===== config.mk =====
export PLATFORM = sky130hd
export DESIGN_NAME = apb_to_axil_bridge
export DESIGN_NICKNAME = d
export VERILOG_FILES = /design/src/rtl/apb_to_axil_bridge.sv
export SDC_FILE = /design/constraint.sdc
export NUM_CORES = 1
export LEC_CHECK = 0
export CAP_MARGIN = 20
export CORE_ASPECT_RATIO = 1.1
export CORE_UTILIZATION = 40
export CTS_BUF_LIST = sky130_fd_sc_hd__clkbuf_4
export CTS_CLUSTER_DIAMETER = 100
export DETAILED_ROUTE_END_ITERATION = 10
export PLACE_DENSITY = 0.81
export SLEW_MARGIN = 10
export SYNTH_ARGS = -nofsm -noshare
export SYNTH_HDL_FRONTEND = slang
export SYNTH_SLANG_ARGS = --single-unit

===== constraint.sdc =====
create_clock -name clk -period 2.34 [get_ports clk]
set_input_delay 0.234 -clock clk [delete_from_list [all_inputs] [get_ports clk]]
set_output_delay 0.234 -clock clk [all_outputs]
set_load 0.01 [all_outputs]

===== src/rtl/apb_to_axil_bridge.sv =====
// apb_to_axil_bridge: APB slave that turns each APB transfer into a single
// AXI4-Lite master transaction, one transaction in flight at a time.
// Build option: define BRIDGE_APB4_EN to forward pstrb/pprot to wstrb and
// awprot/arprot. Without it, wstrb is all ones and both prot outputs are 0.
// Handshake rule: an AXI beat transfers on a rising edge where valid and
// ready are both high. A valid, once raised, stays high with stable payload
// until that edge, and drops on the following cycle.
// state_dbg encoding: 0 IDLE, 1 WR_REQ, 2 WR_RESP, 3 RD_REQ, 4 RD_RESP, 5 DONE.
module apb_to_axil_bridge #(
   parameter int addrWidth = 32,
   parameter int dataWidth = 32
) (
   input  logic                     clk,
   input  logic                     rst,
   input  logic                     psel,
   input  logic                     penable,
   input  logic                     pwrite,
   input  logic [addrWidth-1:0]     paddr,
   input  logic [dataWidth-1:0]     pwdata,
   input  logic [dataWidth/8-1:0]   pstrb,
   input  logic [2:0]               pprot,
   output logic                     pready,
   output logic [dataWidth-1:0]     prdata,
   output logic                     pslverr,
   output logic                     awvalid,
   input  logic                     awready,
   output logic [addrWidth-1:0]     awaddr,
   output logic [2:0]               awprot,
   output logic                     wvalid,
   input  logic                     wready,
   output logic [dataWidth-1:0]     wdata,
   output logic [dataWidth/8-1:0]   wstrb,
   input  logic                     bvalid,
   output logic                     bready,
   input  logic [1:0]               bresp,
   output logic                     arvalid,
   input  logic                     arready,
   output logic [addrWidth-1:0]     araddr,
   output logic [2:0]               arprot,
   input  logic                     rvalid,
   output logic                     rready,
   input  logic [dataWidth-1:0]     rdata,
   input  logic [1:0]               rresp,
   output logic [2:0]               state_dbg
);

   typedef enum logic [2:0] {
      IDLE    = 3'd0,
      WR_REQ  = 3'd1,
      WR_RESP = 3'd2,
      RD_REQ  = 3'd3,
      RD_RESP = 3'd4,
      DONE    = 3'd5
   } state_t;

   state_t state;
   logic   aw_done;
   logic   w_done;
   logic   aw_done_nxt;
   logic   w_done_nxt;

   // Only bit 1 of an AXI response separates errors (SLVERR/DECERR) from OKAY/EXOKAY.
   logic   resp_unused;
   assign resp_unused = bresp[0] ^ rresp[0];

`ifndef BRIDGE_APB4_EN
   // APB4 sideband pins stay on the port list but carry no meaning here.
   logic   apb4_unused;
   assign apb4_unused = ^{pstrb, pprot};
`endif

   // Completion flags including a handshake landing on the current edge.
   assign aw_done_nxt = aw_done | (awvalid & awready);
   assign w_done_nxt  = w_done  | (wvalid  & wready);
   assign state_dbg   = state;

   // Bridge FSM: captures the APB setup, drives the AXI channels, returns the response.
   always_ff @(posedge clk) begin
      if (rst) begin
         state   <= IDLE;
         aw_done <= 1'b0;
         w_done  <= 1'b0;
         awvalid <= 1'b0;
         wvalid  <= 1'b0;
         bready  <= 1'b0;
         arvalid <= 1'b0;
         rready  <= 1'b0;
         pready  <= 1'b0;
         pslverr <= 1'b0;
         prdata  <= '0;
         awaddr  <= '0;
         araddr  <= '0;
         wdata   <= '0;
         wstrb   <= '0;
         awprot  <= 3'b000;
         arprot  <= 3'b000;
      end else begin
         case (state)
            IDLE: begin
               if (psel && !penable) begin
                  if (pwrite) begin
                     awaddr  <= paddr;
                     wdata   <= pwdata;
`ifdef BRIDGE_APB4_EN
                     wstrb   <= pstrb;
                     awprot  <= pprot;
`else
                     wstrb   <= '1;
                     awprot  <= 3'b000;
`endif
                     awvalid <= 1'b1;
                     wvalid  <= 1'b1;
                     aw_done <= 1'b0;
                     w_done  <= 1'b0;
                     state   <= WR_REQ;
                  end else begin
                     araddr  <= paddr;
`ifdef BRIDGE_APB4_EN
                     arprot  <= pprot;
`else
                     arprot  <= 3'b000;
`endif
                     arvalid <= 1'b1;
                     state   <= RD_REQ;
                  end
               end
            end
            WR_REQ: begin
               // AW and W retire independently, in either order or together.
               if (awvalid && awready) awvalid <= 1'b0;
               if (wvalid && wready)   wvalid  <= 1'b0;
               aw_done <= aw_done_nxt;
               w_done  <= w_done_nxt;
               if (aw_done_nxt && w_done_nxt) begin
                  bready <= 1'b1;
                  state  <= WR_RESP;
               end
            end
            WR_RESP: begin
               if (bvalid) begin
                  bready  <= 1'b0;
                  pslverr <= bresp[1];
                  pready  <= 1'b1;
                  state   <= DONE;
               end
            end
            RD_REQ: begin
               if (arready) begin
                  arvalid <= 1'b0;
                  rready  <= 1'b1;
                  state   <= RD_RESP;
               end
            end
            RD_RESP: begin
               if (rvalid) begin
                  rready  <= 1'b0;
                  prdata  <= rdata;
                  pslverr <= rresp[1];
                  pready  <= 1'b1;
                  state   <= DONE;
               end
            end
            DONE: begin
               // One-cycle completion pulse; pslverr is only meaningful alongside it.
               pready  <= 1'b0;
               pslverr <= 1'b0;
               state   <= IDLE;
            end
            default: state <= IDLE;
         endcase
      end
   end

endmodule


# [After elaboration in Yosys (flattened, before gate mapping)]
# Cells that the tools add are included.
[totals] inputBits=117 ff_bits=141 output_inout_bits=148 wordCells=89
[classes] reduce_logical=22 eq_ne=14 muxes=33 bitwise_logic=5
[op_table] op="$ne A2 B2 Y1 const B" count=9
[op_table] op="$reduce_and A3 Y1" count=6
[op_table] op="$mux W1" count=17
[op_table] op="$mux W3" count=5
[op_table] op="$pmux W3 S5" count=1
[op_table] op="$pmux W1 S2" count=7
[op_table] op="$reduce_and A4 Y1" count=3
[op_table] op="$reduce_bool A2 Y1" count=4
[op_table] op="$eq A3 B2 Y1 const B" count=2
[op_table] op="$eq A3 B3 Y1 const B" count=2
[op_table] op="$pmux W1 S3" count=2
[op_table] op="$reduce_and A5 Y1" count=1
[op_table] op="$logic_and A1 B1 Y1" count=4
[op_table] op="$eq A3 B1 Y1 const B" count=1
[op_table] op="$logic_not A3 Y1" count=1
[op_table] op="$reduce_bool A3 Y1" count=1
[op_table] op="$and A1 B1 Y1" count=2
[op_table] op="$mux W2" count=1
[op_table] op="$or A1 B1 Y1" count=2
[op_table] op="$reduce_and A2 Y1" count=1
[op_table] op="$logic_not A1 Y1" count=1
[op_table] op="$not A1 Y1" count=1

# [Longest topological paths before layout]
[depth] ltp_word=5 mapped_depth=7

# [Least setup slack after synthesis]
# Ideal clock, no wire load.
[synth_timing] path_type="register to register" startpoint="register state[2] (netlist: state_dbg[2])" endpoint="register w_done" setup_slack_ps=543 path_stages_with_launch=8 arrival_time_ps=1670 synth_period_minus_slack_ps=1797 cell_sequence="dfxtp_1 or2_1 buf_2 or4_4 buf_6 buf_6 a32oi_1 nor2_1"
[synth_between] elab_chain_len=3
[synth_lines] element="start: declaration" line="56" text="state_t state;"
[synth_lines] element="start signal: assignment" line="80" text="state <= IDLE;"
[synth_lines] element="start signal: assignment" line="115" text="state <= WR_REQ;"
[synth_lines] element="start signal: assignment" line="124" text="state <= RD_REQ;"
[synth_lines] element="$eq A3 B1 Y1 or $logic_not A3 Y1 (tied branches)" line="98" text="case (state)"
[synth_lines] element="$reduce_bool A2 Y1 (no line) or $ne A2 B2 Y1 (tied branches)"
[synth_lines] element="$reduce_and A3 Y1 (no line)"
[synth_lines] element="end signal: assignment" line="133" text="w_done <= w_done_nxt;"
[synth_lines] element="end: declaration" line="58" text="logic w_done;"
# Parallel ways exist; a longest one is shown, timed or not.
# A chain may end at the register's enable or synchronous reset.

# [Worst setup path in the final report]
[layout_timing] startpoint="register state[1] (netlist: state_dbg[1])" endpoint="output port state_dbg[1]"
[layout_lines] element="end: declaration" line="44" text="output logic [2:0] state_dbg"
# No word-level cell between the ends.

==> impl_metrics.tcl <==
set metrics [dict create \
    status "completed" \
    gp_congestion 0.786 \
    grt_pass1_wl_um 22200 \
    ys_types 32 \
    antenna_found_initial 1 \
    cts_tree "yes" \
    htree_num_levels 4 \
    routedWlPerCell_um 13.9 \
    insertion_delay_ps 560 \
    fin_nets 997 \
    ys.flop_type "dfxtp_1" \
    synthTopCellsByArea "dfxtp_1, nand2_1, a21oi_1, clkbuf_1, buf_4" \
    p_leak_nw 2.76 \
    path_buf_inv 1 \
    postRouteAntennaNets 0 \
    async_reset_ff_frac 0 \
    cts_root_buf "clkbuf_4" \
    synth_area_leader_cell "dfxtp_1" \
    cp-start-kind "register" \
    finalCritPeriodShare 0.838 \
    avgSynthCellArea_um2 7.87 \
    post-route-min-period_ps 1960 \
    vdd_ir_drop_max_uv 487 \
    yosys.area.top_type_share 0.552 \
    drv_slew 0 \
    grt_use_total 0.221 \
    initial_core_util 0.418 \
    max-clock-path-buffers 2 \
    drv_cap 0 \
    netlist_area_um2 5110 \
    dpl.hpwl_um 10200 \
    power.density_nw_per_um2 734 \
    io_buffers 249 \
    placed_cell_area_um2 7730 \
    hold_buffers 0 \
    rows 42 \
    ys_ff_latch 141 \
    syn_inst 650 \
    via_count 5001 \
    die_h_um 121 \
    crit_family "buffers and inverters" \
    tns_ps 0 \
    max_stage_delay_ps 620 \
    cts_made_buffers 17 \
    post-cts-setup-buffers 0 \
    slowest_stage "clkdlybuf4s50_1" \
    first_global_vias 4664 \
    yosysWarnings 0 \
    clk_pin_slew_ps 110 \
    synth_most_common_cell "nand2_1" \
    drive_above_1_share 0.0582 \
    critPathMaxFanout 18 \
    cts_sinks 141 \
    rsz0062_at_grt "no" \
    required_ps 2110 \
    skew_ps 14.2 \
    die_area_um2 13200 \
    grt_max_degree 62 \
    yosysSeqAreaShare 0.552 \
    wirelength_um 14500 \
    worstSetupPathType "reg -> out" \
    fin_area_um2 8070 \
    die_x_um 110 \
    min_path_type "in -> reg" \
    area_delta_synth_final_pct 57.8 \
    synth_edf_count 0 \
    core-area_um2 12200 \
    post_synth_most_frequent_cells "nand2_1, dfxtp_1, a21oi_1" \
    drcViolationCount 0 \
    vias_per_cell 4.77 \
    first_pass_iters 4 \
    finalHoldViolCount 0 \
    path_cells "clkdlybuf4s50_1" \
    worstPathArrival_ps 1730 \
    io_pins 265 \
    setup_viol 0 \
    drt-initial-drc-count 333 \
    max_freq_mhz 510 \
    endpoint_kind "output port" \
    grt_overflow_total 0 \
]
## per-layer routing
metal,track usage,vias up,part of all wire
li1,-,2555,-
met3,0.0868,39,0.092
met2,0.376,188,0.49
met5,0,-,0
met4,0.108,0,0.033
met1,0.236,2219,0.38
## cells in the final DEF, fill, tap and decap left out, types with 2 or more instances in the layout
master             n
inv_1              2
mux2i_1            3
dfxtp_1          140
nand2b_1           3
bufinv_16          5
a21oi_1          135
mux2_2             2
nor3_1             2
conb_1             6
o21a_1             2
nor3b_1            3
nand2_1          261
clkinv_2           3
clkdlybuf4s50_1  248
clkinv_1           2
o21ai_0            5
nor4_4             2
clkbuf_4          19
nor2b_1            2
buf_4             10
clkinvlp_4         2
buf_12             5
nor2_1            15
## repair_timing
item / CTS / global route
endpoints found under the setup margin: 0 / 1
gates resized for setup: 0 / 1
hold endpoints to repair: 0 / 0
## cells by family (layout without fill, tap and decap cells)
group / count (synthesis) / in the layout / share of synthesized area
buffers and inverters: 59 / 297 / 0.0558
muxes: 5 / 5 / 0.0103
other: 1 / 7 / 0.000734
and+or+nand+nor: 295 / 295 / 0.230
AOI/OAI and AO/OA: 149 / 149 / 0.151
DFF: 141 / 141 / 0.552
## final cells by class
cell class / instances / area [µm²]
multi-input combinational: 455 / 2050
inverter: 2 / 7.51
timing repair buffer: 263 / 2660
fill: 1024 / 4180
clock inverter: 13 / 196
antenna: 1 / 2.50
sequential: 141 / 2820
tap: 154 / 193
clock buffer: 19 / 143
## path summary, 6_finish.rpt
path,slack (ps),startpoint,end,depth (start not counted)
max reg2reg,540,state_dbg[2],awaddr[25],5
min,130,rst,state_dbg[2],2
max,380,state_dbg[1],state_dbg[1],1
min reg2reg,460,awaddr[6],awaddr[6],2
## power breakdown
group / internal (W) / switching (W)
registers: 0.00258 / 0.000119
logic: 0.000721 / 0.000688
clock network: 0.000967 / 0.000847
total: 0.00427 / 0.00165
## state kept, by name (all words and copies together), names as in the netlist, 3 cells and up
signal and flops:
araddr 32, awaddr 32, prdata 32, state_dbg 3
wdata 32
## metrics by stage
| stage | util | hold WS, ps | std cells | total power [W] | setup slack, ps |
|---|---|---|---|---|---|
| 6_report | 0.659 | 125 | 1048 | 0.00592 | 380 |
| 5_1_grt | 0.659 | 117 | 1048 | 0.00623 | 265 |
| 4_1_cts | 0.659 | 95.0 | 1047 | 0.00599 | 80.4 |
| 3_5_place_dp | 0.631 | 445 | 1015 | 0.00417 | 365 |
| 3_3_place_gp | 0.631 | 441 | 1015 | 0.00415 | 387 |
| 2_1_floorplan | - | 349 | 655 | 0.00344 | 543 |
(Power assumes the default switching activity.)
